===== src/rtl/mem_arbiter_if.sv =====
// Request/response bundle between the fetch/LSB requesters, the arbiter and
// the byte-serial memory controller.
interface mem_arbiter_if;
  logic        if_req;
  logic [31:0] if_addr;
  logic        if_ready;
  logic [31:0] if_data;
  logic        ls_req;
  logic [31:0] ls_addr;
  logic [31:0] ls_wdata;
  logic [3:0]  ls_op;
  logic        ls_ready;
  logic [31:0] ls_rdata;
  logic        mc_lsb_need;
  logic [31:0] mc_addr;
  logic [31:0] mc_data;
  logic [3:0]  mc_op;
  logic        mc_icache_need;
  logic [31:0] mc_ins_addr;
  logic        mc_lsb_val_ready;
  logic [31:0] mc_lsb_val;
  logic        mc_ins_ready;
  logic [31:0] mc_ins;

  modport slave (
    input  if_req, if_addr, ls_req, ls_addr, ls_wdata, ls_op,
           mc_lsb_val_ready, mc_lsb_val, mc_ins_ready, mc_ins,
    output if_ready, if_data, ls_ready, ls_rdata,
           mc_lsb_need, mc_addr, mc_data, mc_op, mc_icache_need, mc_ins_addr
  );

  modport master (
    output if_req, if_addr, ls_req, ls_addr, ls_wdata, ls_op,
           mc_lsb_val_ready, mc_lsb_val, mc_ins_ready, mc_ins,
    input  if_ready, if_data, ls_ready, ls_rdata,
           mc_lsb_need, mc_addr, mc_data, mc_op, mc_icache_need, mc_ins_addr
  );
endinterface


===== src/rtl/mem_arbiter.sv =====
// Single-outstanding arbiter between fetch and LSB in front of the memory
// controller, with starvation guard, flush discard and IO-store hold.
module mem_arbiter #(
  parameter int          STARVE_LIMIT = 4,
  parameter logic [1:0]  IO_ADDR_HI   = 2'b11
) (
  input  logic          clk_in,
  input  logic          rst_in,
  input  logic          rdy_in,
  input  logic          flush_in,
  input  logic          io_buffer_full,
  mem_arbiter_if.slave  bus
);
  localparam int CW = $clog2(STARVE_LIMIT + 1);

  typedef enum logic [1:0] {IDLE, WAIT_LS, WAIT_IF, DONE} state_t;

  typedef struct packed {
    logic [31:0] addr;
    logic [31:0] data;
    logic [3:0]  op;
  } ls_req_t;

  state_t          state, state_nxt;
  logic [CW-1:0]   starve_cnt;
  logic            discard;
  logic            done_ls;   // transaction in flight belongs to the LSB
  logic            done_st;   // ... and is a store
  ls_req_t         mc_req;
  logic [31:0]     ins_addr_q, if_data_q, ls_rdata_q;
  logic            ls_elig, starved, gnt_ls, gnt_if, pulse_ok;

  // An IO store facing a full IO buffer is invisible to arbitration.
  assign ls_elig = bus.ls_req &&
                   !(bus.ls_op[3] && bus.ls_addr[17:16] == IO_ADDR_HI && io_buffer_full);
  assign starved = bus.if_req && (starve_cnt == CW'(STARVE_LIMIT));

  always_ff @(posedge clk_in or negedge rst_in) begin
    if (!rst_in)     state <= IDLE;
    else if (rdy_in) state <= state_nxt;
  end

  always_comb begin
    state_nxt          = state;
    gnt_ls             = 1'b0;
    gnt_if             = 1'b0;
    bus.mc_lsb_need    = 1'b0;
    bus.mc_icache_need = 1'b0;
    pulse_ok           = 1'b0;
    unique case (state)
      IDLE: if (!flush_in) begin
        if (ls_elig && !starved) begin
          gnt_ls    = 1'b1;
          state_nxt = WAIT_LS;
        end else if (bus.if_req) begin
          gnt_if    = 1'b1;
          state_nxt = WAIT_IF;
        end
      end
      WAIT_LS: begin
        bus.mc_lsb_need = 1'b1;
        if (bus.mc_lsb_val_ready) state_nxt = DONE;
      end
      WAIT_IF: begin
        bus.mc_icache_need = 1'b1;
        if (bus.mc_ins_ready) state_nxt = DONE;
      end
      DONE: begin
        // A flush landing in DONE still kills a fetch/load result; a store is already committed.
        pulse_ok  = !discard && (done_st || !flush_in);
        state_nxt = IDLE;
      end
      default: state_nxt = IDLE;
    endcase
  end

  assign bus.ls_ready    = pulse_ok && done_ls;
  assign bus.if_ready    = pulse_ok && !done_ls;
  assign bus.mc_addr     = mc_req.addr;
  assign bus.mc_data     = mc_req.data;
  assign bus.mc_op       = mc_req.op;
  assign bus.mc_ins_addr = ins_addr_q;
  assign bus.if_data     = if_data_q;
  assign bus.ls_rdata    = ls_rdata_q;

  always_ff @(posedge clk_in or negedge rst_in) begin
    if (!rst_in) begin
      mc_req     <= '0;
      ins_addr_q <= '0;
      if_data_q  <= '0;
      ls_rdata_q <= '0;
      done_ls    <= 1'b0;
      done_st    <= 1'b0;
      discard    <= 1'b0;
      starve_cnt <= '0;
    end else if (rdy_in) begin
      if (gnt_ls) begin
        mc_req  <= '{addr: bus.ls_addr, data: bus.ls_wdata, op: bus.ls_op};
        done_ls <= 1'b1;
        done_st <= bus.ls_op[3];
      end
      if (gnt_if) begin
        ins_addr_q <= bus.if_addr;
        done_ls    <= 1'b0;
        done_st    <= 1'b0;
      end
      if (state == WAIT_LS && bus.mc_lsb_val_ready) ls_rdata_q <= bus.mc_lsb_val;
      if (state == WAIT_IF && bus.mc_ins_ready)     if_data_q  <= bus.mc_ins;

      if (gnt_if || (state == IDLE && !bus.if_req))
        starve_cnt <= '0;
      else if (gnt_ls && starve_cnt != CW'(STARVE_LIMIT))
        starve_cnt <= starve_cnt + 1'b1;

      if (state == DONE)
        discard <= 1'b0;
      else if (flush_in && ((state == WAIT_LS && !done_st) || state == WAIT_IF))
        discard <= 1'b1;
    end
  end
endmodule


===== src/flat_wrapper.sv =====
// flat-port wrapper written by rule: the top's interface ports become plain ports
module mem_arbiter_flat 
#(
  parameter int          STARVE_LIMIT = 4,
  parameter logic [1:0]  IO_ADDR_HI   = 2'b11
)
  (clk_in, rst_in, rdy_in, flush_in, io_buffer_full, bus_if_req, bus_if_addr, bus_ls_req, bus_ls_addr, bus_ls_wdata, bus_ls_op, bus_mc_lsb_val_ready, bus_mc_lsb_val, bus_mc_ins_ready, bus_mc_ins, bus_if_ready, bus_if_data, bus_ls_ready, bus_ls_rdata, bus_mc_lsb_need, bus_mc_addr, bus_mc_data, bus_mc_op, bus_mc_icache_need, bus_mc_ins_addr);
  mem_arbiter_if bus_i ();
  input  logic clk_in;
  input  logic rst_in;
  input  logic rdy_in;
  input  logic flush_in;
  input  logic io_buffer_full;
  input wire logic [$bits(bus_i.if_req)-1:0] bus_if_req;
  input wire logic [$bits(bus_i.if_addr)-1:0] bus_if_addr;
  input wire logic [$bits(bus_i.ls_req)-1:0] bus_ls_req;
  input wire logic [$bits(bus_i.ls_addr)-1:0] bus_ls_addr;
  input wire logic [$bits(bus_i.ls_wdata)-1:0] bus_ls_wdata;
  input wire logic [$bits(bus_i.ls_op)-1:0] bus_ls_op;
  input wire logic [$bits(bus_i.mc_lsb_val_ready)-1:0] bus_mc_lsb_val_ready;
  input wire logic [$bits(bus_i.mc_lsb_val)-1:0] bus_mc_lsb_val;
  input wire logic [$bits(bus_i.mc_ins_ready)-1:0] bus_mc_ins_ready;
  input wire logic [$bits(bus_i.mc_ins)-1:0] bus_mc_ins;
  output wire logic [$bits(bus_i.if_ready)-1:0] bus_if_ready;
  output wire logic [$bits(bus_i.if_data)-1:0] bus_if_data;
  output wire logic [$bits(bus_i.ls_ready)-1:0] bus_ls_ready;
  output wire logic [$bits(bus_i.ls_rdata)-1:0] bus_ls_rdata;
  output wire logic [$bits(bus_i.mc_lsb_need)-1:0] bus_mc_lsb_need;
  output wire logic [$bits(bus_i.mc_addr)-1:0] bus_mc_addr;
  output wire logic [$bits(bus_i.mc_data)-1:0] bus_mc_data;
  output wire logic [$bits(bus_i.mc_op)-1:0] bus_mc_op;
  output wire logic [$bits(bus_i.mc_icache_need)-1:0] bus_mc_icache_need;
  output wire logic [$bits(bus_i.mc_ins_addr)-1:0] bus_mc_ins_addr;
  assign bus_i.if_req = bus_if_req;
  assign bus_i.if_addr = bus_if_addr;
  assign bus_i.ls_req = bus_ls_req;
  assign bus_i.ls_addr = bus_ls_addr;
  assign bus_i.ls_wdata = bus_ls_wdata;
  assign bus_i.ls_op = bus_ls_op;
  assign bus_i.mc_lsb_val_ready = bus_mc_lsb_val_ready;
  assign bus_i.mc_lsb_val = bus_mc_lsb_val;
  assign bus_i.mc_ins_ready = bus_mc_ins_ready;
  assign bus_i.mc_ins = bus_mc_ins;
  assign bus_if_ready = bus_i.if_ready;
  assign bus_if_data = bus_i.if_data;
  assign bus_ls_ready = bus_i.ls_ready;
  assign bus_ls_rdata = bus_i.ls_rdata;
  assign bus_mc_lsb_need = bus_i.mc_lsb_need;
  assign bus_mc_addr = bus_i.mc_addr;
  assign bus_mc_data = bus_i.mc_data;
  assign bus_mc_op = bus_i.mc_op;
  assign bus_mc_icache_need = bus_i.mc_icache_need;
  assign bus_mc_ins_addr = bus_i.mc_ins_addr;
  mem_arbiter #(.STARVE_LIMIT(STARVE_LIMIT), .IO_ADDR_HI(IO_ADDR_HI)) u_core (.clk_in(clk_in), .rst_in(rst_in), .rdy_in(rdy_in), .flush_in(flush_in), .io_buffer_full(io_buffer_full), .bus(bus_i));
endmodule

===== config.mk =====
export PLATFORM = sky130hd
export DESIGN_NAME = mem_arbiter_flat
export DESIGN_NICKNAME = d
export VERILOG_FILES = /design/src/rtl/mem_arbiter_if.sv /design/src/rtl/mem_arbiter.sv /design/src/flat_wrapper.sv
export SDC_FILE = /design/constraint.sdc
export NUM_CORES = 1
export LEC_CHECK = 0
export ABC_AREA = 0
export BUFFER_PORTS_ARGS = -buffer_cell sky130_fd_sc_hd__buf_2
export CORE_MARGIN = 5
export CORE_UTILIZATION = 35
export DETAILED_ROUTE_END_ITERATION = 8
export GPL_ROUTABILITY_DRIVEN = 0
export HOLD_SLACK_MARGIN = 0.02
export PLACE_DENSITY = 0.72
export SYNTH_ARGS = -nofsm -noshare
export SYNTH_HDL_FRONTEND = slang
export SYNTH_SLANG_ARGS = --single-unit

===== constraint.sdc =====
create_clock -name clk_in -period 2.2 [get_ports clk_in]
set_input_delay 0.11 -clock clk_in [delete_from_list [all_inputs] [get_ports clk_in]]
set_output_delay 0.11 -clock clk_in [all_outputs]
set_load 0.1 [all_outputs]

# Word-level counts from Yosys, hierarchy flattened

Index checks and enable logic that the tools add are counted.

Flip-flop bits (word level): 172
Output and inout port bits: 168
Word-level logic and storage cells: 82
Bits of input ports: 173

Add/sub/neg operators: 1
Mux-type cells: 24
Reductions and logical operators: 36
Eq/ne operators: 10

Operators with widths:

| operator              | count |
|---|---|
| $mux W1               | 16 |
| $logic_and A1 B1 Y1   | 14 |
| $reduce_and A2 Y1     | 7 |
| $mux W2               | 5 |
| $pmux W2 S4           | 1 |
| $logic_not A1 Y1      | 7 |
| $eq A2 B2 Y1 const B  | 3 |
| $mux W3               | 2 |
| $ne A2 B2 Y1 const B  | 3 |
| $reduce_bool A2 Y1    | 3 |
| $reduce_and A5 Y1     | 1 |
| $add A3 B1 Y3 const B | 1 |
| $eq A3 B3 Y1 const B  | 1 |
| $logic_or A1 B1 Y1    | 3 |
| $ne A3 B2 Y1 const B  | 1 |
| $ne A3 B3 Y1 const B  | 1 |
| $eq A2 B1 Y1 const B  | 1 |
| $logic_not A2 Y1      | 1 |

# Logic depth before layout (Yosys ltp)

Gate-level depths: netlist of run 1.

Depth after elaboration: 12
Depth in mapped cells: 8
Depth with buffers taken out: 6

# Worst setup path before layout of run 1

Ideal clock, no wire load.

Path kind: register to register
Start point: register u_core.state[1]
End point: register u_core.ls_rdata_q[10] (netlist: u_core.bus.ls_rdata[10])
Setup slack: -0.136 ns
Arrival time: 2.211 ns
Setup time: 0.126 ns
Path buffers: 1
Cell stages (with the launch flop): 6
Clock period less this slack: 2.336 ns
Path through: dfrtp_1 inv_1 ha_1 nand3_1 buf_1 mux2_2

Cells in the longest elaborated chain, start to end: 3

Ends and longest elaborated chain:

| item                        | RTL line           | text |
|---|---|---|
| start, declared             | mem_arbiter.sv:24  | `state_t state, state_nxt;` |
| start signal, assigned      | mem_arbiter.sv:40  | `else if (rdy_in) state <= state_nxt;` |
| $eq A2 B1 Y1                | mem_arbiter.sv:107 | `if (state == WAIT_LS && bus.mc_lsb_val_ready) ls_rdata_q <= bus.mc_lsb_val;` |
| $logic_and A1 B1 Y1         | mem_arbiter.sv:107 |  |
| $reduce_and A2 Y1 (no line) | --                 |  |
| end signal, assigned        | mem_arbiter.sv:107 |  |
| end, declared               | mem_arbiter.sv:30  | `logic [31:0] ins_addr_q, if_data_q, ls_rdata_q;` |

No other way between the ends.
A chain may end at the register's enable or synchronous reset.

# Final worst setup path of run 1

Start point: register u_core.state[1]
End point: register u_core.mc_req (netlist bit u_core.bus.mc_addr[24])

Cells in the longest elaborated chain, start to end: 3

Ends and longest elaborated chain:

| item                        | RTL line          | text |
|---|---|---|
| $logic_not A2 Y1            | mem_arbiter.sv:50 | `unique case (state)` |
| $mux W1                     | mem_arbiter.sv:50 |  |
| $reduce_and A2 Y1 (no line) | --                |  |
| end signal, assigned        | mem_arbiter.sv:98 | `mc_req <= '{addr: bus.ls_addr, data: bus.ls_wdata, op: bus.ls_op};` |
| end, declared               | mem_arbiter.sv:29 | `ls_req_t mc_req;` |

No other way between the ends.

==> results.json, run 1 <==
{
  "status": "complete, no violations",
  "overflow": 0,
  "maxCapViolCount": 0,
  "initial_core_util_pct": 35.8,
  "antenna_found_initial": 1,
  "cts_tree": "done",
  "die_h_um": 149,
  "netlist.area_leader.share_pct": 63.8,
  "timing.rr.end": "u_core.bus.mc_addr[24]",
  "routedWlPerCell_um": 16.9,
  "die_w_um": 149,
  "rsz0062_at_grt": "false",
  "ys_warn_count": 0,
  "final_cell_mix": "buf_2, dfrtp_1, dlygate4sd3_1",
  "synth_top_family_by_area": "multiplexers",
  "cp.arrival_ns": 2.36,
  "rows": 50,
  "hold_path_class": "input pin to register",
  "vias": 5465,
  "grt_start_max_net_pins": 68,
  "clk_pin_slew_ns": 0.07,
  "cp_max_fo": 15,
  "io_buffers": 340,
  "fmax_ghz": 0.483,
  "setup_violations": 0,
  "finalClockSkew_ns": 0.00904,
  "placed_area_um2": 8850,
  "finalMaxSlewViolations": 0,
  "synth_top_cell_by_area": "dfrtp_1",
  "synthAdderAreaFrac_pct": 1.30,
  "dp.cells": 1014,
  "clk_latency_ns": 0.41,
  "crit_end": "u_core.bus.mc_addr[24]",
  "layout-drive-gt1-share_pct": 59.0,
  "grt_pass1_vias": 6265,
  "coreArea_um2": 18800,
  "tightest_slew_ns": 0.641,
  "first_iter_violations": 140,
  "numCtsBuffers": 17,
  "endpoint_kind": "register",
  "hpwl_um": 13700,
  "synth-compound-area-share_pct": 2.00,
  "design_area_um2": 11100,
  "synth_area_leaders": "dfrtp_1, mux2_2, mux2_4",
  "final_common_cell": "buf_2",
  "syn_avg_cell_area_um2": 16.3,
  "cts_buffer_depth": 2,
  "startpoint": "u_core.state[1]",
  "seq_area_um2": 4300,
  "die-area_um2": 22200,
  "yosys.area_share.simple_pct": 2.22,
  "root_buffer": "clkbuf_16",
  "relSlewSlack_pct": 57.3,
  "ys_ff_latch": 172,
  "final_nets": 1121,
  "fillCellCount": 1427,
  "worst-r2r-setup-slack_ns": 0.13,
  "fin_crit_sh_pct": 94.1,
  "synth_nets": 593,
  "grt_pass1_wl_um": 32200,
  "final_cells": 1214,
  "synth_seq_area_share_pct": 63.8,
  "reg2reg_depth": 7,
  "synth_xor_area_share_pct": 0,
  "final_core_util_pct": 59.0,
  "cts_sinks": 172,
  "required_ns": 2.49,
  "vias_per_cell": 4.50,
  "yosysUniqueCellTypes": 35,
  "final_antenna_net_count": 0,
  "start_kind": "register",
  "synthMuxAreaShare_pct": 28.1,
  "synth_area_um2": 6750,
  "postSynthCellCount": 413,
  "worstReg2RegStart": "u_core.state[1]",
  "finalCriticalPeriod_ns": 2.07,
  "hold_violations": 0,
  "drt_wl_total_um": 20600,
  "grtUsageTotal_pct": 18.2,
  "ios": 341,
  "multi_input_area_um2": 2280,
  "area_delta_synth_final_pct": 64.8,
  "drc": 0,
  "first_pass_iters": 4,
  "path_class": "register to register",
  "htreeDepth": 4,
  "setup_tns_ns": 0
}
==> worst max-delay path, cell delays in order, from the launching register on <==
cell	delay, ns
dfrtp_1	0.41
inv_1	0.13
ha_1	0.18
and3b_2	0.23
nor4b_4	0.29
buf_12	0.20
buf_12	0.16
mux2_2	0.35
==> registers in the layout, summed over array words and instances, names as in the netlist <==
name,cells
u_core.done_st,1
u_core.starve_cnt,3
u_core.bus.mc_data,32
u_core.done_ls,1
u_core.bus.mc_op,4
u_core.discard,1
u_core.bus.mc_ins_addr,32
u_core.bus.if_data,32
u_core.bus.mc_addr,32
u_core.bus.ls_rdata,32
u_core.state,2
==> how the worst min path moves through the flow <==
stage / from / to / slack, ns / depth (start not counted)
after detailed placement: rst_in / u_core.bus.if_data[17] / 0.17 / 1
after floorplan: rst_in / u_core.bus.if_data[0] / -0.19 / 0
after global routing: rdy_in / u_core.discard / 0.06 / 3
after global placement: rst_in / u_core.bus.if_data[17] / 0.16 / 1
after CTS: rdy_in / u_core.discard / 0.02 / 3
final: rdy_in / u_core.discard / 0.04 / 3
==> synthesized netlist by cell type (all sizes together) <==
master / number
nor4b: 1
nand2b: 2
o22ai: 1
o31ai: 2
and3b: 1
buf: 16
a211oi: 1
and2: 1
and4: 1
and4b: 2
a22o: 3
o21ai: 3
o221ai: 1
nand2: 6
a21oi: 3
mux2: 165
inv: 9
nor2: 1
clkbuf: 2
a31oi: 2
a32o: 1
o311ai: 1
nand3: 3
o311a: 1
nand4b: 1
and3: 2
dfrtp: 172
ha: 7
nand4: 1
mux2i: 1
==> cell families (layout without fill, tap and decap cells) <==
group / after synthesis / count (layout)
DFF: 172 / 172
and+or+nand+nor: 22 / 22
other: 0 / 1
AOI/OAI and AO/OA: 19 / 19
muxes: 166 / 166
adders and majority gates: 7 / 7
buffers and inverters: 27 / 567
==> timing repair <==
action	in CTS	in global routing
hold buffers	166	0
setup endpoints to repair	0	48
resized for setup	0	1
setup buffers	0	1
hold endpoints to repair	230	0
==> area by class of cell <==
type	count	share of cell area [%]
sequential	172	38.7
inverter	9	0.304
tap	260	2.93
multi-input combinational	214	20.5
clock inverter	13	1.25
clock buffer	18	3.86
antenna	1	0.0225
timing repair buffer	527	32.4
==> per-layer routing <==
metal	GRT usage [%]	share of wire [%]	wire length (um)
met5	0	0	0
met1	19.3	36	7490
met4	5.72	2.3	477
met3	6.26	7.9	1630
met2	33.8	53	11000
==> stage by stage <==
step / hold WS [ns] / setup slack [ns]
after global placement: 0.162 / 0.157
final: 0.0449 / 0.130
after floorplan: -0.186 / 0.169
after detailed placement: 0.168 / 0.0708
after CTS: 0.0202 / 0.0538
after global routing: 0.0554 / 0.0314
Power of run 1 is not shown: default switching activity piles up to over one toggle a cycle in this logic, so the estimate is an artifact.
==> run 2: changes to the inputs <==
--- a/config.mk
+++ b/config.mk
@@ -9,9 +9,9 @@
 export BUFFER_PORTS_ARGS = -buffer_cell sky130_fd_sc_hd__buf_2
 export CORE_MARGIN = 5
-export CORE_UTILIZATION = 35
+export CORE_UTILIZATION = 46
 export DETAILED_ROUTE_END_ITERATION = 8
 export GPL_ROUTABILITY_DRIVEN = 0
 export HOLD_SLACK_MARGIN = 0.02
-export PLACE_DENSITY = 0.72
+export PLACE_DENSITY = 0.91
 export SYNTH_ARGS = -nofsm -noshare
 export SYNTH_HDL_FRONTEND = slang
==> constraint.sdc (replaced) <==
create_clock -name clk_in -period 2.2 [get_ports clk_in]
set_input_delay 0.11 -clock clk_in [delete_from_list [all_inputs] [get_ports clk_in]]
set_output_delay 0.11 -clock clk_in [all_outputs]
set_load 0.005 [all_outputs]
==> run 2 against run 1 <==
  * First-iteration DRC count grew 22%
  * Largest cell class unchanged
  * Design area shrank 1.4%
  * Sequential cell count is the same
  * Hold slack gained 0.054 ns
  * Utilization grew 17 points
  * Sequential share of layout area grew 0.55 points
==> results.json, run 2 (synthesis gave the netlist of run 1 again) <==
{
  "first_iter_violations": 171,
  "rsz0062_at_grt": "false",
  "grt_pass1_wl_um": 36500,
  "cp.arrival_ns": 2.37,
  "dp.cells": 928,
  "final_nets": 1111,
  "final_antenna_net_count": 0,
  "rows": 44,
  "maxCapViolCount": 0,
  "p_switching_uw": 4080,
  "htreeDepth": 4,
  "p_per_area_nw_per_um2": 1190,
  "hpwl_um": 13500,
  "fin_crit_sh_pct": 94.0,
  "finalHoldWorstSlack_ns": 0.0989,
  "drc": 0,
  "initial_core_util_pct": 46.6,
  "finalClockSkew_ns": 0.00714,
  "overflow": 0,
  "sequentialPowerShare_pct": 42.6,
  "fin_total_pwr_uw": 13100,
  "tightest_slew_ns": 0.544,
  "vdd_drop_max_mv": 0.796,
  "start_kind": "register",
  "first_pass_iters": 4,
  "reg2reg_depth": 7,
  "fmax_ghz": 0.484,
  "die_h_um": 131,
  "clk_latency_ns": 0.42,
  "endpoint_kind": "register",
  "multi_input_area_um2": 2270,
  "hold_violations": 0,
  "clk_pin_slew_ns": 0.07,
  "vias": 5635,
  "required_ns": 2.50,
  "cp_max_fo": 40,
  "clockPowerShare_pct": 22.9,
  "hold_path_class": "input pin to register",
  "fin_ws_ns": 0.132,
  "grtUsageTotal_pct": 26.9,
  "hp-start": "bus_ls_req",
  "busiest_layer": "met2",
  "cp_slowest_cell": "dfrtp_1",
  "root_buffer": "clkbuf_16",
  "timing.rr.end": "u_core.bus.mc_data[11]",
  "ios": 341,
  "total_leakage_power_uw": 0.00551,
  "vias_per_cell": 4.97,
  "hold_end": "u_core.done_ls",
  "numCtsBuffers": 17,
  "swShare_pct": 31.2,
  "grt_start_max_net_pins": 59,
  "worst-r2r-setup-slack_ns": 0.13,
  "worstReg2RegStart": "u_core.state[1]",
  "finalMaxSlewViolations": 0,
  "grt_use_met3_pct": 8.72,
  "grt_pass1_vias": 6489,
  "setup_violations": 0,
  "cts_sinks": 172,
  "final_cells": 1134,
  "antenna_found_initial": 7,
  "internal-power_uw": 8990,
  "fillCellCount": 838,
  "crit_path_max_incr_delay_ns": 0.41,
  "path_buf_inv": 3,
  "cts_buffer_depth": 2,
  "die-area_um2": 17200,
  "hold_depth": 3,
  "die_w_um": 131,
  "final_common_cell": "buf_2",
  "io_buffers": 340,
  "seq_area_um2": 4300,
  "drt_wl_total_um": 23100,
  "coreArea_um2": 14500,
  "relSlewSlack_pct": 63.8,
  "grtUsageMet1_pct": 29.0,
  "final_cell_mix": "buf_2, dfrtp_1, dlygate4sd3_1",
  "path_cells": "inv_1, ha_1, and3b_2, nor4b_4, buf_4, buf_16, mux2_2",
  "cp_top_family": "buffers and inverters",
  "finalCriticalPeriod_ns": 2.07,
  "setup_tns_ns": 0,
  "cts_tree": "done",
  "path_class": "register to register",
  "routedWlPerCell_um": 20.3,
  "layout-drive-gt1-share_pct": 58.2,
  "pwr-share-comb_pct": 34.4,
  "area_delta_synth_final_pct": 62.5,
  "status": "complete, no violations",
  "post-place-ws_ns": 0.0608,
  "met2_usage_pct": 48.1
}
-- run 2: worst max path at each step --
stage               startpoint                     end  slack [ns]  cells past startpoint
3_5_place_dp   u_core.state[1]  u_core.bus.mc_addr[20]        0.06                      6
4_1_cts        u_core.state[1]  u_core.bus.mc_addr[20]        0.04                      6
5_1_grt        u_core.state[1]  u_core.bus.mc_data[11]       0.008                      7
2_1_floorplan  u_core.state[0]   u_core.bus.mc_addr[0]        0.18                      6
3_3_place_gp   u_core.state[0]   u_core.bus.mc_addr[1]        0.15                      6
6_report       u_core.state[1]  u_core.bus.mc_data[11]        0.13                      7
-- run 2: worst min-delay path, cell delays in order --
cell and delay, ns:
buf_2 0.13, nand3_1 0.13, o22ai_1 0.09
-- run 2: timing repair --
item,4_1_cts,5_1_grt
setup buffers,0,1
hold endpoints to repair,224,0
gates resized for setup,0,2
hold buffers,167,0
setup endpoints to repair,0,60
-- run 2: power groups by stage --
| stage | Combinational (uW) | Sequential (uW) | Clock (uW) |
|---|---|---|---|
| 2_1_floorplan | 1790 | 5540 | 0 |
| 3_3_place_gp | 3950 | 5360 | 0 |
| 3_5_place_dp | 4130 | 5480 | 0 |
| 4_1_cts | 4370 | 5450 | 3040 |
| 5_1_grt | 4870 | 5730 | 3190 |
| 6_report | 4500 | 5570 | 3000 |
-- run 2: layer usage --
metal	wire, um	vias to the layer above
li1	-	2521
met1	8080	2771
met2	12400	275
met3	1740	66
met4	843	2
met5	20	-
-- run 2: final cells by class --
| class | instances | share of cell area, % |
|---|---|---|
| sequential | 172 | 39.3 |
| timing repair buffer | 517 | 32.1 |
| multi-input combinational | 214 | 20.7 |
| clock buffer | 19 | 4.04 |
| tap | 184 | 2.10 |
| clock inverter | 13 | 1.29 |
| inverter | 9 | 0.308 |
| antenna | 6 | 0.137 |
-- run 2: stage by stage --
step | utilization (%) | area, um2
after floorplan | - | 6750
after global placement | 59.9 | 8680
after detailed placement | 59.9 | 8680
after CTS | 75.5 | 10900
after global routing | 75.7 | 11000
final | 75.7 | 11000
(Power assumes the default switching activity.)
==> run 3: changes to the inputs <==
SETUP_SLACK_MARGIN = 0.15   (was default)
==> run 3 against run 2 <==
  * Clock skew down 0.0019 ns
  * Sequential power down 0.7%
  * Die area unchanged
  * Clock power about the same
  * Clock-buffer cell count unchanged
  * Setup slack better by 0.089 ns
  * Largest cell class unchanged
==> results.json, run 3 (synthesis gave the netlist of run 1 again) <==
{
  "die_h_um": 131,
  "setup_violations": 0,
  "cp.arrival_ns": 2.28,
  "start_kind": "register",
  "sequentialPowerShare_pct": 42.0,
  "overflow": 0,
  "clk_latency_ns": 0.42,
  "layout-drive-gt1-share_pct": 59.1,
  "grt_start_max_net_pins": 59,
  "clk_pin_slew_ns": 0.07,
  "root_buffer": "clkbuf_16",
  "final_core_util_pct": 77.3,
  "io_buffers": 340,
  "vias_per_cell": 5.01,
  "ios": 341,
  "drt_wl_total_um": 23400,
  "path_class": "register to register",
  "maxCapViolCount": 0,
  "cts_tree": "done",
  "tightest_slew_ns": 0.548,
  "drc": 0,
  "initial_core_util_pct": 46.6,
  "final_common_cell": "buf_2",
  "die_w_um": 131,
  "final_antenna_net_count": 0,
  "fillCellCount": 813,
  "finalCriticalPeriod_ns": 1.98,
  "area_delta_synth_final_pct": 65.8,
  "finalClockSkew_ns": 0.00520,
  "cp_top_family": "buffers and inverters",
  "vias": 5754,
  "required_ns": 2.50,
  "clockPowerShare_pct": 22.7,
  "rows": 44,
  "post-place-ws_ns": 0.0608,
  "cts_sinks": 172,
  "grt_pass1_wl_um": 36900,
  "fin_crit_sh_pct": 89.9,
  "p_per_area_nw_per_um2": 1180,
  "final_cell_mix": "buf_2, dfrtp_1, dlygate4sd3_1",
  "hold_path_class": "input pin to register",
  "p_switching_uw": 4080,
  "swShare_pct": 31.0,
  "first_iter_violations": 220,
  "finalMaxSlewViolations": 0,
  "busiest_layer": "met2",
  "cp_slowest_cell": "dfrtp_1",
  "endpoint_kind": "register",
  "numCtsBuffers": 17,
  "vdd_drop_max_mv": 0.802,
  "final_cells": 1148,
  "pwr-share-comb_pct": 35.4,
  "total_leakage_power_uw": 0.00561,
  "setup_tns_ns": 0,
  "dp.cells": 928,
  "grt_pass1_vias": 6623,
  "hpwl_um": 13500,
  "met2_usage_pct": 48.7,
  "routedWlPerCell_um": 20.4,
  "cts_buffer_depth": 2,
  "coreArea_um2": 14500,
  "rsz0062_at_grt": "false",
  "crit_top_cell": "buf_12",
  "fmax_ghz": 0.505,
  "crit_path_max_incr_delay_ns": 0.40,
  "fin_total_pwr_uw": 13200,
  "grtUsageTotal_pct": 27.0,
  "relSlewSlack_pct": 63.5,
  "path_cells": "inv_2, ha_4, and3b_2, nor4b_4, buf_6, buf_12, buf_12, mux2_2",
  "antenna_found_initial": 7,
  "htreeDepth": 4,
  "fin_ws_ns": 0.222,
  "die-area_um2": 17200,
  "grt_use_met3_pct": 8.18,
  "grtUsageMet1_pct": 29.0,
  "first_pass_iters": 4,
  "final_nets": 1125,
  "path_buf_inv": 4,
  "cp_max_fo": 20,
  "status": "complete, no violations",
  "hold_violations": 0,
  "internal-power_uw": 9110
}
[run 3: cell types whose count changed in the layout (fill, tap and decap cells not counted), moves of 2 or more]
cell,delta
buf_4,+6
buf_12,+4
inv_1,-2
clkbuf_16,+2
inv_2,+2
[run 3: final timing paths]
check	endpoint	start	slack (ns)	depth (start not counted)
min in group asynchronous	u_core.bus.if_data[25]	rst_in	0.24	2
worst max register to register	u_core.bus.mc_data[8]	u_core.state[0]	0.22	8
worst min register to register	u_core.bus.mc_ins_addr[3]	u_core.bus.mc_ins_addr[3]	0.50	1
worst min-delay path	u_core.discard	flush_in	0.11	3
max in group asynchronous	u_core.bus.mc_ins_addr[24]	rst_in	1.27	3
worst max-delay path	u_core.bus.mc_data[8]	u_core.state[0]	0.22	8
[run 3: worst register-to-register path: stages (launching register included)]
cell and delay, ns:
dfrtp_1 0.40, inv_2 0.11, ha_4 0.14, and3b_2 0.21
nor4b_4 0.20, buf_6 0.16, buf_12 0.10, buf_12 0.16
mux2_2 0.37
[run 3: per-layer routing]
layer	wire, um	up-vias
met1	8140	2841
met4	889	2
met5	20	-
met2	12600	288
met3	1770	69
li1	-	2554
[run 3: layout make-up]
cell class / instances / area (um2) / share of cell area, %
Multi-Input combinational cell: 214 / 2280 / 20.4
Timing Repair Buffer: 531 / 3740 / 33.4
Inverter: 9 / 33.8 / 0.302
Tap cell: 184 / 230 / 2.06
Antenna cell: 6 / 15.0 / 0.134
Sequential cell: 172 / 4300 / 38.5
Clock inverter: 13 / 141 / 1.26
Clock buffer: 19 / 443 / 3.96
[run 3: per-stage QoR]
step	hold slack [ns]	instance area [um2]
after global routing	0.116	11200
after CTS	0.0683	11000
after floorplan	-0.186	6750
final	0.106	11200
after global placement	0.122	8680
after detailed placement	0.120	8680
[run 3: what timing repair did]
action,in CTS,in global routing
hold buffers,167,0
setup endpoints to repair,68,48
cloned,2,2
setup buffers,5,6
pin swaps,0,1
resized for setup,5,3
endpoints found under the hold margin,224,0
[run 3: power by group through the flow]
stage | registers (uW) | clock network, uW | logic, uW
2_1_floorplan | 5540 | 0 | 1790
3_3_place_gp | 5360 | 0 | 3950
3_5_place_dp | 5480 | 0 | 4130
4_1_cts | 5430 | 3040 | 4450
5_1_grt | 5690 | 3180 | 5050
6_report | 5530 | 2990 | 4670
